[config.mk]
export PLATFORM = sky130hd
export DESIGN_NAME = jk_mod_counter
export DESIGN_NICKNAME = d
export VERILOG_FILES = /design/src/rtl/jk_cnt_pkg.sv /design/src/rtl/jk_cell.sv /design/src/rtl/jk_mod_counter.sv
export SDC_FILE = /design/constraint.sdc
export NUM_CORES = 1
export LEC_CHECK = 0
export BUFFER_PORTS_ARGS = -buffer_cell sky130_fd_sc_hd__buf_2
export CORE_AREA = 2 2 39 41
export DETAILED_ROUTE_END_ITERATION = 7
export DIE_AREA = 0 0 41 43
export GPL_TIMING_DRIVEN = 0
export PLACE_DENSITY = 0.69
export SKIP_CTS_REPAIR_TIMING = 1
export SLEW_MARGIN = 25
export SYNTH_ARGS = -nofsm -noshare
export SYNTH_HDL_FRONTEND = slang
export SYNTH_SLANG_ARGS = --single-unit
[constraint.sdc]
create_clock -name clk -period 1.7 [get_ports clk]
set_input_delay 0.34 -clock clk [delete_from_list [all_inputs] [get_ports clk]]
set_output_delay 0.34 -clock clk [all_outputs]
set_load 0.02 [all_outputs]
[src/rtl/jk_cnt_pkg.sv]
// Shared types and parameter checks for the JK-cell modulo counter.
// Used by jk_cell and jk_mod_counter (JK_MOD_CNT_DOWN_EN enables down counting in the top).
package jk_cnt_pkg;

    // JK command as {j, k}
    typedef logic [1:0] jk_cmd_t;

    localparam jk_cmd_t JK_HOLD = 2'b00;
    localparam jk_cmd_t JK_RST  = 2'b01;
    localparam jk_cmd_t JK_SET  = 2'b10;
    localparam jk_cmd_t JK_TGL  = 2'b11;

    // The modulus must fit in the counter and leave at least two states
    function automatic bit cnt_params_ok(input int unsigned width, input int unsigned modulus);
        return (modulus >= 2) && ($clog2(modulus) <= int'(width));
    endfunction

endpackage

[src/rtl/jk_cell.sv]
// Single JK flip-flop bit cell with asynchronous active-high reset.
module jk_cell
    import jk_cnt_pkg::*;
(
    input  logic clk,
    input  logic rst,
    input  logic j,
    input  logic k,
    output logic q,
    output logic q_n
);

    jk_cmd_t cmd;
    logic    q_nxt;

    always_comb begin
        cmd   = {j, k};
        q_nxt = q;
        case (cmd)
            JK_HOLD: q_nxt = q;
            JK_RST:  q_nxt = 1'b0;
            JK_SET:  q_nxt = 1'b1;
            JK_TGL:  q_nxt = ~q;
        endcase
    end

    // q_n is kept as its own flop so both rails come straight off storage
    always_ff @(posedge clk or posedge rst) begin
        if (rst) begin
            q   <= 1'b0;
            q_n <= 1'b1;
        end else begin
            q   <= q_nxt;
            q_n <= ~q_nxt;
        end
    end

endmodule

[src/rtl/jk_mod_counter.sv]
// Loadable modulo-MODULUS counter built from JK bit cells, with terminal-count and wrap pulse.
// Define JK_MOD_CNT_DOWN_EN to add the up_dn port and down counting.
module jk_mod_counter
    import jk_cnt_pkg::*;
#(
    parameter int unsigned WIDTH   = 4,
    parameter int unsigned MODULUS = 10
) (
    input  logic             clk,
    input  logic             rst,
    input  logic             en,
    input  logic             load,
    input  logic [WIDTH-1:0] load_val,
`ifdef JK_MOD_CNT_DOWN_EN
    input  logic             up_dn,
`endif
    output logic [WIDTH-1:0] q,
    output logic             tc,
    output logic             wrap
);

    localparam int unsigned   CW   = WIDTH + 1;
    localparam logic [CW-1:0] LAST = CW'(MODULUS - 1);

    if (!cnt_params_ok(WIDTH, MODULUS)) begin : g_param_err
        $error("jk_mod_counter: MODULUS must be in 2..2**WIDTH");
    end

    logic             dir_up;
    logic [CW-1:0]    q_ext;
    logic [CW-1:0]    ld_ext;
    logic             at_top;
    logic             at_bot;
    logic [WIDTH-1:0] nxt;
    logic             wrap_nxt;
    logic [WIDTH-1:0] q_n;
    logic [WIDTH-1:0] j_vec;
    logic [WIDTH-1:0] k_vec;

`ifdef JK_MOD_CNT_DOWN_EN
    assign dir_up = up_dn;
`else
    assign dir_up = 1'b1;
`endif

    // Compare in WIDTH+1 bits; out-of-range counts are treated as terminal
    assign q_ext  = {1'b0, q};
    assign ld_ext = {1'b0, load_val};
    assign at_top = (q_ext >= LAST);
    assign at_bot = (q_ext == '0) || (q_ext > LAST);

    always_comb begin
        nxt      = q;
        wrap_nxt = 1'b0;
        if (load) begin
            nxt = (ld_ext > LAST) ? WIDTH'(LAST) : load_val;
        end else if (en) begin
            if (dir_up) begin
                if (at_top) begin
                    nxt      = '0;
                    wrap_nxt = 1'b1;
                end else begin
                    nxt = WIDTH'(q_ext + CW'(1));
                end
            end else begin
                if (at_bot) begin
                    nxt      = WIDTH'(LAST);
                    wrap_nxt = 1'b1;
                end else begin
                    nxt = WIDTH'(q_ext - CW'(1));
                end
            end
        end
    end

    assign tc = en & ~load & (dir_up ? (q_ext == LAST) : (q_ext == '0));

    // Excitation: set bits that must rise, reset bits that must fall, else hold
    for (genvar i = 0; i < int'(WIDTH); i++) begin : g_bit
        assign j_vec[i] = nxt[i] & q_n[i];
        assign k_vec[i] = ~nxt[i] & q[i];

        jk_cell u_cell (
            .clk (clk),
            .rst (rst),
            .j   (j_vec[i]),
            .k   (k_vec[i]),
            .q   (q[i]),
            .q_n (q_n[i])
        );
    end

    always_ff @(posedge clk or posedge rst) begin
        if (rst) begin
            wrap <= 1'b0;
        end else begin
            wrap <= wrap_nxt;
        end
    end

endmodule
==> results of run 1 <==
## metal layers
metal / global-route usage [%] / part of all wire (%)
met1: 21.3 / 48
met2: 20.3 / 47
met3: 3.14 / 3.2
met4: 12.0 / 2.2
met5: 0 / 0
## where the power goes
part / switching, mW / internal (mW)
Combinational: 0.209 / 0.220
Clock: 0.0763 / 0.0906
Sequential: 0.0833 / 0.313
## kinds of logic (layout without fill, tap and decap cells)
group                      Yosys count  in the layout  share of synthesized area, %
AOI/OAI and AO/OA                   15             15                          23.4
adders and majority gates            3              3                          6.62
buffers and inverters                9             26                          8.83
and+or+nand+nor                     18             18                          20.5
DFF                                  9              9                          40.6
## path summary, 6_finish.rpt
path / from / endpoint / slack [ns] / cells after the start
max: g_bit[0].u_cell.q / g_bit[2].u_cell.q / 0.09 / 4
min reg2reg: g_bit[3].u_cell.q_n / g_bit[3].u_cell.q_n / 0.56 / 1
min in group clk: load_val[0] / g_bit[0].u_cell.q_n / 0.35 / 3
min: rst / g_bit[1].u_cell.q / 0.03 / 2
max in group asynchronous: rst / g_bit[1].u_cell.q_n / 1.36 / 2
max reg2reg: g_bit[0].u_cell.q / g_bit[2].u_cell.q / 0.09 / 4
## Yosys cell counts, drive strengths merged
cell type / number / share of area (%)
ha: 3 / 6.6
a221o: 1 / 1.8
and3: 2 / 2.6
inv: 3 / 2.0
o31ai: 1 / 1.3
o221a: 1 / 2.0
o2111ai: 1 / 1.5
a211oi: 2 / 3.5
nand2b: 3 / 3.3
and2: 1 / 1.1
o211ai: 1 / 1.3
nor3: 1 / 0.88
nor2: 1 / 0.66
o21ai: 2 / 1.8
or3b: 1 / 2.0
nand3b: 1 / 1.3
a21o: 1 / 1.3
clkbuf: 1 / 0.66
o31a: 1 / 1.5
dfrtp: 5 / 22
a21oi: 1 / 0.88
nor2b: 1 / 1.1
o221ai: 1 / 1.5
o2111a: 1 / 2.0
nand2: 4 / 2.6
buf: 5 / 6.2
dfstp: 4 / 19
a32oi: 1 / 2.9
and4b: 1 / 1.8
nand4b: 2 / 3.1
## flip-flops by register name (all words and copies together), names as in the netlist
signal,flops
g_bit.u_cell.q,4
g_bit.u_cell.q_n,4
wrap,1
## per-stage QoR
step,cell area [µm²],setup TNS (ns)
global route,707,0
finish,707,0
detailed placement,652,0
CTS,678,-0.0298
global placement,652,0
floorplan,567,0
## cell type report
class | instances | area (µm²) | area share (%)
Sequential cell | 9 | 231 | 32.7
Multi-Input combinational cell | 36 | 308 | 43.5
Clock buffer | 4 | 26.3 | 3.72
Inverter | 3 | 11.3 | 1.59
Tap cell | 16 | 20.0 | 2.83
Buffer | 5 | 35.0 | 4.96
Timing Repair Buffer | 14 | 75.1 | 10.6
==> flow_summary.ini, run 1 <==
[status]
status = completed

[placement]
dp_cells = 83
buffer_ports.inserted = 13
place_worst_setup_slack_ns = 0.0263
gp_congestion = 0.790
detailed_place_hpwl_um = 833

[critical_path]
path_delay_family = simple AND/OR/NAND/NOR gates
worstPathCellList = ha_1 > or3b_4 > a32oi_4 > and4b_1
setup.worst_path.start_class = flip-flop
path_buf_inv = 0
critical_path_cell_with_the_highest_stage_delay = sky130_fd_sc_hd__dfrtp_2
critPathRequiredTime_ns = 1.90
cp-end-kind = flip-flop
worst-path-max-fanout = 6
cpPeakStageDelay_ns = 0.44
timing_worst_setup_path_type = flip-flop to flip-flop
cp_data_arrival_time_ns = 1.81

[timing]
unrepaired_setup_endpoints_after_global_routing = no
timing.max_slew.rel_slack_pct = 75.1
fin_crit_sh_pct = 94.8
hold_ws_ns = 0.0341
final-hold-violation-count = 0
max_freq_mhz = 621
worst_slew_pin_slew_ns = 0.373
timing.final.crit_period_ns = 1.61
finalSetupViolations = 0
setup_slack_ns = 0.0888
clock_skew_ns = 0.00330
timing_max_transition_violations_final = 0

[floorplan]
io_pins = 14
num_rows = 14
die_area_mm2 = 0.00176
die-width_um = 41
floorplan.initialDensity_pct = 41.0
die-height_um = 43
core_area_mm2 = 0.00138

[grt]
wire_length_of_the_first_global_routing_pass_um = 1800
globalRouteOverflowTotal = 0
grt.total_usage_pct = 15.5
via_count_of_the_first_global_routing_pass = 418
grt_max_degree = 11
grt_antenna_before_repair = 0

[clocking]
clock_insertion_delay_worst_skew_ns = 0.26
ctsHtreeMaxLevel = 1
clkSlewWorstSetupHoldPaths_ns = 0.06
clock_sink_count = 9
cts_inserted_buffers = 3
ctsRootBufferMaster = sky130_fd_sc_hd__clkbuf_4
tritoncts = built
clock_tree.buffer_depth = 2

[layout]
nFillCells = 129
syn_to_final_growth_pct = 24.7
commonest_non_fill_non_tap_cells_in_the_layout = 13 x sky130_fd_sc_hd__buf_2, 6 x sky130_fd_sc_hd__buf_4, 4 x sky130_fd_sc_hd__nand2_1, 4 x sky130_fd_sc_hd__dfstp_2, 4 x sky130_fd_sc_hd__dfrtp_1
antenna_cells = 0
layout.cells.non_filler = 87
finish.net_count = 83
final_common_cell = sky130_fd_sc_hd__buf_2
final_core_util_pct = 51.1
final_layout_size_suffix_gt1_share_pct = 50.7

[pwr]
total_power_of_the_final_layout_uw = 992
areal_power_density_over_the_cells_mw_per_mm2 = 1400
total_leakage_power_nw = 0.323
vdd_ir_drop_max_mv = 0.521

[logic_synthesis]
ys.warnings.count = 0
mapped_nets = 65
post_synthesis_instance_area_um2 = 567
synth_seq_area_share_pct = 40.6
synth.distinct_cells = 32
synthesis.instances = 54
postSynthRegisterBits = 9
synthesis.area_per_instance_um2 = 10.5

[route]
routed_via_density = 5.52
drtPass1Iterations = 2
dr_total_vias = 480
average_routed_wire_per_standard_cell_um = 12.8
postRouteWirelength_um = 1110
drc_errors = 0
ant_nets = 0
drt_iter0_markers = 2

[min_path]
worstHoldPathType = input pin to async pin

[job]
maxCapViolations = 0
(Power assumes the default switching activity.)
==> inputs of run 2 (changes only) <==
--- a/config.mk
+++ b/config.mk
@@ -12,5 +12,5 @@
 export GPL_TIMING_DRIVEN = 0
-export PLACE_DENSITY = 0.69
+export PLACE_DENSITY = 0.81
 export SKIP_CTS_REPAIR_TIMING = 1
-export SLEW_MARGIN = 25
+export SLEW_MARGIN = 0
 export SYNTH_ARGS = -nofsm -noshare
==> constraint.sdc (replaced) <==
create_clock -name clk -period 1.7 [get_ports clk]
set_input_delay 0.17 -clock clk [delete_from_list [all_inputs] [get_ports clk]]
set_output_delay 0.17 -clock clk [all_outputs]
set_load 0.02 [all_outputs]
==> run 2 against run 1 <==
Net effect: design area is 3.0% higher; global-route usage shrank 0.15 points; register-to-register slack worse by 0.03 ns; worst setup slack got worse by 0.028 ns; combinational power is 18% higher; fmax fell by 1.7%; largest cell class unchanged; largest power group unchanged; highest routed layer unchanged.
==> flow_summary.ini, run 2 (synthesis results as in run 1) <==
[timing]
clock_skew_ns = 0.00404
fin_crit_sh_pct = 96.4
timing_max_transition_violations_final = 0
max_freq_mhz = 610
worst_slew_pin_slew_ns = 0.452
timing.final.crit_period_ns = 1.64
finalSetupViolations = 0
final-hold-violation-count = 0
tns_ns = 0
timing.max_slew.rel_slack_pct = 69.9

[floorplan]
io_pins = 14
num_rows = 14
die_area_mm2 = 0.00176
core_area_mm2 = 0.00138
die-height_um = 43
die-width_um = 41
floorplan.initialDensity_pct = 41.0

[critical_path]
worstPathCellList = inv_1 > ha_1 > or3b_4 > a32oi_4 > o2111a_1
setup.worst_path.start_class = flip-flop
cp-end-kind = flip-flop
path_buf_inv = 1
worstReg2RegStart = g_bit[1].u_cell.q
cpPeakStageDelay_ns = 0.42
critPathRequiredTime_ns = 1.90
path_delay_family = compound AO/OA/AOI/OAI gates
cp_data_arrival_time_ns = 1.84
critical_path_cell_with_the_highest_stage_delay = sky130_fd_sc_hd__or3b_4
timing_worst_setup_path_type = flip-flop to flip-flop
worst-path-max-fanout = 4
worst_setup_path_startpoint = g_bit[1].u_cell.q

[grt]
globalRouteOverflowTotal = 0
via_count_of_the_first_global_routing_pass = 425
globalRouteMet1Util_pct = 21.8
m2_gr_usage_pct = 22.2
wire_length_of_the_first_global_routing_pass_um = 1840
grt_max_degree = 11
grt_util_met3_pct = 1.57
global_route.peak_usage_layer = met2
grt_antenna_before_repair = 0
grt.total_usage_pct = 15.4

[clocking]
clock_insertion_delay_worst_skew_ns = 0.27
tritoncts = built
clock_sink_count = 9
cts_inserted_buffers = 3
ctsRootBufferMaster = sky130_fd_sc_hd__clkbuf_4
clock_tree.buffer_depth = 2
clkSlewWorstSetupHoldPaths_ns = 0.06
ctsHtreeMaxLevel = 1

[layout]
antenna_cells = 0
layout.cells.non_filler = 91
reg.largest.list = g_bit.u_cell.q (4), g_bit.u_cell.q_n (4), wrap (1)
nFillCells = 124
final_core_util_pct = 52.6
final_common_cell = sky130_fd_sc_hd__buf_2
finish.net_count = 87
syn_to_final_growth_pct = 28.5
final_layout_size_suffix_gt1_share_pct = 49.3
commonest_non_fill_non_tap_cells_in_the_layout = 14 x sky130_fd_sc_hd__buf_2, 7 x sky130_fd_sc_hd__buf_4, 4 x sky130_fd_sc_hd__nand2_1, 4 x sky130_fd_sc_hd__dfstp_2, 4 x sky130_fd_sc_hd__dfrtp_1
postLayoutCellArea_um2 = 728

[pwr]
total_leakage_power_nw = 0.336
total_power_of_the_final_layout_mw = 1.04
vdd_ir_drop_max_mv = 0.529
areal_power_density_over_the_cells_mw_per_mm2 = 1430

[route]
dr_total_vias = 484
drtPass1Iterations = 4
average_routed_wire_per_standard_cell_um = 13.5
drt_iter0_markers = 15
routed_via_density = 5.32
drc_errors = 0
ant_nets = 0
postRouteWirelength_um = 1230

[status]
status = completed

[min_path]
worstHoldPathType = input pin to flip-flop
hold_start = load_val[0]

[job]
maxCapViolations = 0

[placement]
dp_cells = 83
buffer_ports.inserted = 13
post_dp_cell_area_um2 = 652
detailed_place_hpwl_um = 873
gp_congestion = 0.707
==> run 2: where the power goes <==
part / switching, mW / total (mW) / leakage (nW) / internal [mW]
sequential: 0.0518 / 0.366 / 0.104 / 0.314
clock: 0.0817 / 0.173 / 0.0150 / 0.0908
combinational: 0.257 / 0.504 / 0.217 / 0.247
total: 0.391 / 1.04 / 0.336 / 0.652
==> run 2: worst paths after layout <==
path                                  endpoint  slack [ns]  cells after the start
min reg2reg                g_bit[3].u_cell.q_n        0.56                      1
max                          g_bit[1].u_cell.q        0.06                      5
max in group asynchronous  g_bit[0].u_cell.q_n        1.00                      3
min in group asynchronous                 wrap        0.40                      3
max reg2reg                  g_bit[1].u_cell.q        0.06                      5
min                        g_bit[0].u_cell.q_n        0.18                      3
==> run 2: cell type report <==
class,count,area (µm²),area share [%]
Buffer,6,38.8,5.33
Clock buffer,4,26.3,3.61
Inverter,3,11.3,1.55
Multi-Input combinational cell,36,303,41.6
Sequential cell,9,231,31.8
Tap cell,16,20.0,2.75
Timing Repair Buffer,17,97.6,13.4
==> run 2: worst reg2reg max path, cell delays in order, from the launching register on <==
cell and delay (ns):
sky130_fd_sc_hd__dfrtp_1 0.38, sky130_fd_sc_hd__inv_1 0.09, sky130_fd_sc_hd__ha_1 0.19, sky130_fd_sc_hd__or3b_4 0.42, sky130_fd_sc_hd__a32oi_4 0.28, sky130_fd_sc_hd__o2111a_1 0.22
==> run 2: metal layers <==
layer  vias up  part of all wire, %
li1        245                    -
met1       220                   47
met2        16                   48
met3         3                  4.1
met4         0                  1.5
met5         -                    0
==> run 2: metrics by stage <==
step,hold slack [ns],worst slack (ns)
global placement,0.135,0.0604
floorplan,-0.00494,0.163
CTS,-0.135,0.00598
global route,0.185,-0.0157
finish,0.181,0.0607
detailed placement,0.149,0.0256
==> inputs of run 3 (changes only) <==
ABC_AREA = 1   (was default)
PLACE_DENSITY = 0.78   (was 0.81)
==> run 3 against run 2 <==
Net effect: sequential share of layout area grew 3.1 points; worst setup slack better by 0.15 ns; largest cell class is now registers; synthesized area shrank 4.9%; count of clock-buffer cells in the layout is the same; flip-flop and latch count stayed put; register-to-register slack better by 0.33 ns; highest routed layer unchanged; critical endpoint is now tc; die area is the same; utilization decreased by 4.9 points; total power shrank 25%; routed wire length fell by 21%; synthesized cell count increased by 30%.
==> flow_summary.ini, run 3 <==
[status]
status = completed

[placement]
buffer_ports.inserted = 13
detailed_place_hpwl_um = 776
place_worst_setup_slack_ns = 0.394
dp_cells = 99
gp_congestion = 0.778

[layout]
syn_to_final_growth_pct = 22.5
multi_input_comb_area_um2 = 226
final_common_cell = sky130_fd_sc_hd__inv_1
layout.cells.non_filler = 104
commonest_non_fill_non_tap_cells_in_the_layout = 14 x sky130_fd_sc_hd__inv_1, 13 x sky130_fd_sc_hd__buf_2, 12 x sky130_fd_sc_hd__nand2_1
antenna_cells = 0
nFillCells = 141
final_layout_size_suffix_gt1_share_pct = 31.8
area_used_by_sequential_logic_in_the_layout_um2 = 230
final_core_util_pct = 47.7
reg.largest.list = g_bit.u_cell.q (4), g_bit.u_cell.q_n (4), wrap (1)
finish.net_count = 100

[floorplan]
floorplan.initialDensity_pct = 39.0
core_area_mm2 = 0.00138
die_area_mm2 = 0.00176
num_rows = 14
io_pins = 14
die-width_um = 41
die-height_um = 43

[pwr]
vdd_ir_drop_max_mv = 0.512
total_leakage_power_nw = 0.374
areal_power_density_over_the_cells_mw_per_mm2 = 1190
total_power_of_the_final_layout_uw = 784

[route]
dr_total_vias = 474
drt_iter0_markers = 13
ant_nets = 0
routed_via_density = 4.56
postRouteWirelength_um = 966
average_routed_wire_per_standard_cell_um = 9.29
drtPass1Iterations = 4
drc_errors = 0

[logic_synthesis]
list_of_most_frequent_post_synthesis_cells = 14 x sky130_fd_sc_hd__inv_1, 12 x sky130_fd_sc_hd__nand2_1, 8 x sky130_fd_sc_hd__nor2_1, 6 x sky130_fd_sc_hd__nand3_1, 5 x sky130_fd_sc_hd__dfrtp_1
post_synthesis_instance_area_um2 = 539
synth_seq_area_share_pct = 42.7
mapped_nets = 81
synth.distinct_cells = 16
yosys.area.top_type_share_pct = 23.2
synthesis.instances = 70
synth_top_cell_by_area = sky130_fd_sc_hd__dfrtp_1
synth.top_cells.by_area = sky130_fd_sc_hd__dfrtp_1 23%, sky130_fd_sc_hd__dfstp_2 19%, sky130_fd_sc_hd__inv_1 9.7%
async_set_or_reset_flop_fraction_in_the_synthesized_netlist_pct = 100
synthesis.area_per_instance_um2 = 7.70
ys.warnings.count = 0
synth_edf_count = 0
synth.most_common_cell = sky130_fd_sc_hd__inv_1
postSynthRegisterBits = 9
synth_flop_cell = sky130_fd_sc_hd__dfrtp_1

[timing]
setup_slack_ns = 0.209
timing_max_transition_violations_final = 0
unrepaired_setup_endpoints_after_global_routing = no
timing.final.crit_period_ns = 1.49
timing.max_slew.rel_slack_pct = 78.4
tns_ns = 0
fin_crit_sh_pct = 87.7
worst_slew_pin_slew_ns = 0.324
clock_skew_ns = 0.00500
finalSetupViolations = 0
max_freq_mhz = 671
final-hold-violation-count = 0

[critical_path]
reg2reg_setup_slack_ns = 0.39
critPathRequiredTime_ns = 1.53
worst_setup_path_startpoint = g_bit[1].u_cell.q
worstReg2RegStart = g_bit[1].u_cell.q
setup.worst_path.start_class = flip-flop
worstRegToRegCells = 9
worstReg2RegEnd = g_bit[1].u_cell.q
worst-path-max-fanout = 6
timing_worst_setup_path_type = flip-flop to output port
cp-end-kind = output port
cp_data_arrival_time_ns = 1.32

[grt]
grt_max_degree = 10
globalRouteOverflowTotal = 0
via_count_of_the_first_global_routing_pass = 418
wire_length_of_the_first_global_routing_pass_um = 1640
grt.total_usage_pct = 13.7
grt_antenna_before_repair = 0

[min_path]
worstHoldEndpoint = g_bit[3].u_cell.q_n
worstHoldPathType = input pin to flip-flop
hold_start = load_val[3]
timing.hold.worst_path_depth = 4

[clocking]
clock_sink_count = 9
cts_inserted_buffers = 3
clkSlewWorstSetupHoldPaths_ns = 0.06
ctsRootBufferMaster = sky130_fd_sc_hd__clkbuf_4
clock_tree.buffer_depth = 2
ctsHtreeMaxLevel = 1
tritoncts = built
clock_insertion_delay_worst_skew_ns = 0.25

[job]
maxCapViolations = 0
run 3: cell count changes after synthesis, moves of 3 or more:
cell,before,now
sky130_fd_sc_hd__inv_1,3,14
sky130_fd_sc_hd__nand2_1,4,12
sky130_fd_sc_hd__nand2b_1,3,0
sky130_fd_sc_hd__nand3_1,0,6
sky130_fd_sc_hd__nor2_1,1,8
run 3: cell families after synthesis:
family	share of synthesized area (%)
AND/OR/NAND/NOR	27.6
buffers and inverters	15.3
flip-flops	42.7
AO/OA/AOI/OAI	7.42
adder cells (fa/ha/maj)	6.96
run 3: worst max-delay path by stage:
stage                         to  slack, ns  depth (start not counted)
4_1_cts                       tc       0.20                          5
3_5_place_dp   g_bit[1].u_cell.q       0.39                          9
6_report                      tc       0.21                          5
3_3_place_gp   g_bit[3].u_cell.q       0.43                          7
2_1_floorplan                 tc       0.39                          4
5_1_grt                       tc       0.14                          5
run 3: layout make-up:
cell class | instances | area share, %
Buffer | 4 | 4.55
Clock buffer | 4 | 3.98
Inverter | 14 | 7.95
Multi-Input combinational cell | 43 | 34.3
Sequential cell | 9 | 34.8
Tap cell | 16 | 3.03
Timing Repair Buffer | 14 | 11.4
run 3: power breakdown:
part,switching [mW],internal [mW]
Combinational,0.163,0.128
Sequential,0.0524,0.286
Clock,0.0647,0.0898
Total,0.280,0.503
run 3: through the flow:
| stage | cell area, µm² | hold WS, ns |
|---|---|---|
| final | 661 | 0.213 |
| after CTS | 651 | -0.132 |
| after global placement | 624 | 0.128 |
| after floorplan | 539 | -0.00494 |
| after global routing | 661 | 0.238 |
| after detailed placement | 624 | 0.139 |
run 3: critical path: stages (launching register included):
cell                      delay [ns]
sky130_fd_sc_hd__dfrtp_1        0.44
sky130_fd_sc_hd__inv_1          0.11
sky130_fd_sc_hd__ha_1           0.14
sky130_fd_sc_hd__inv_1          0.05
sky130_fd_sc_hd__nor3_1         0.15
sky130_fd_sc_hd__buf_2          0.19
run 3: layer usage:
layer	global-route usage, %	vias up	wire (µm)
met3	1.57	2	42
met4	8.00	0	8
met5	0	-	0
li1	-	249	-
met1	19.4	211	442
met2	19.4	12	473
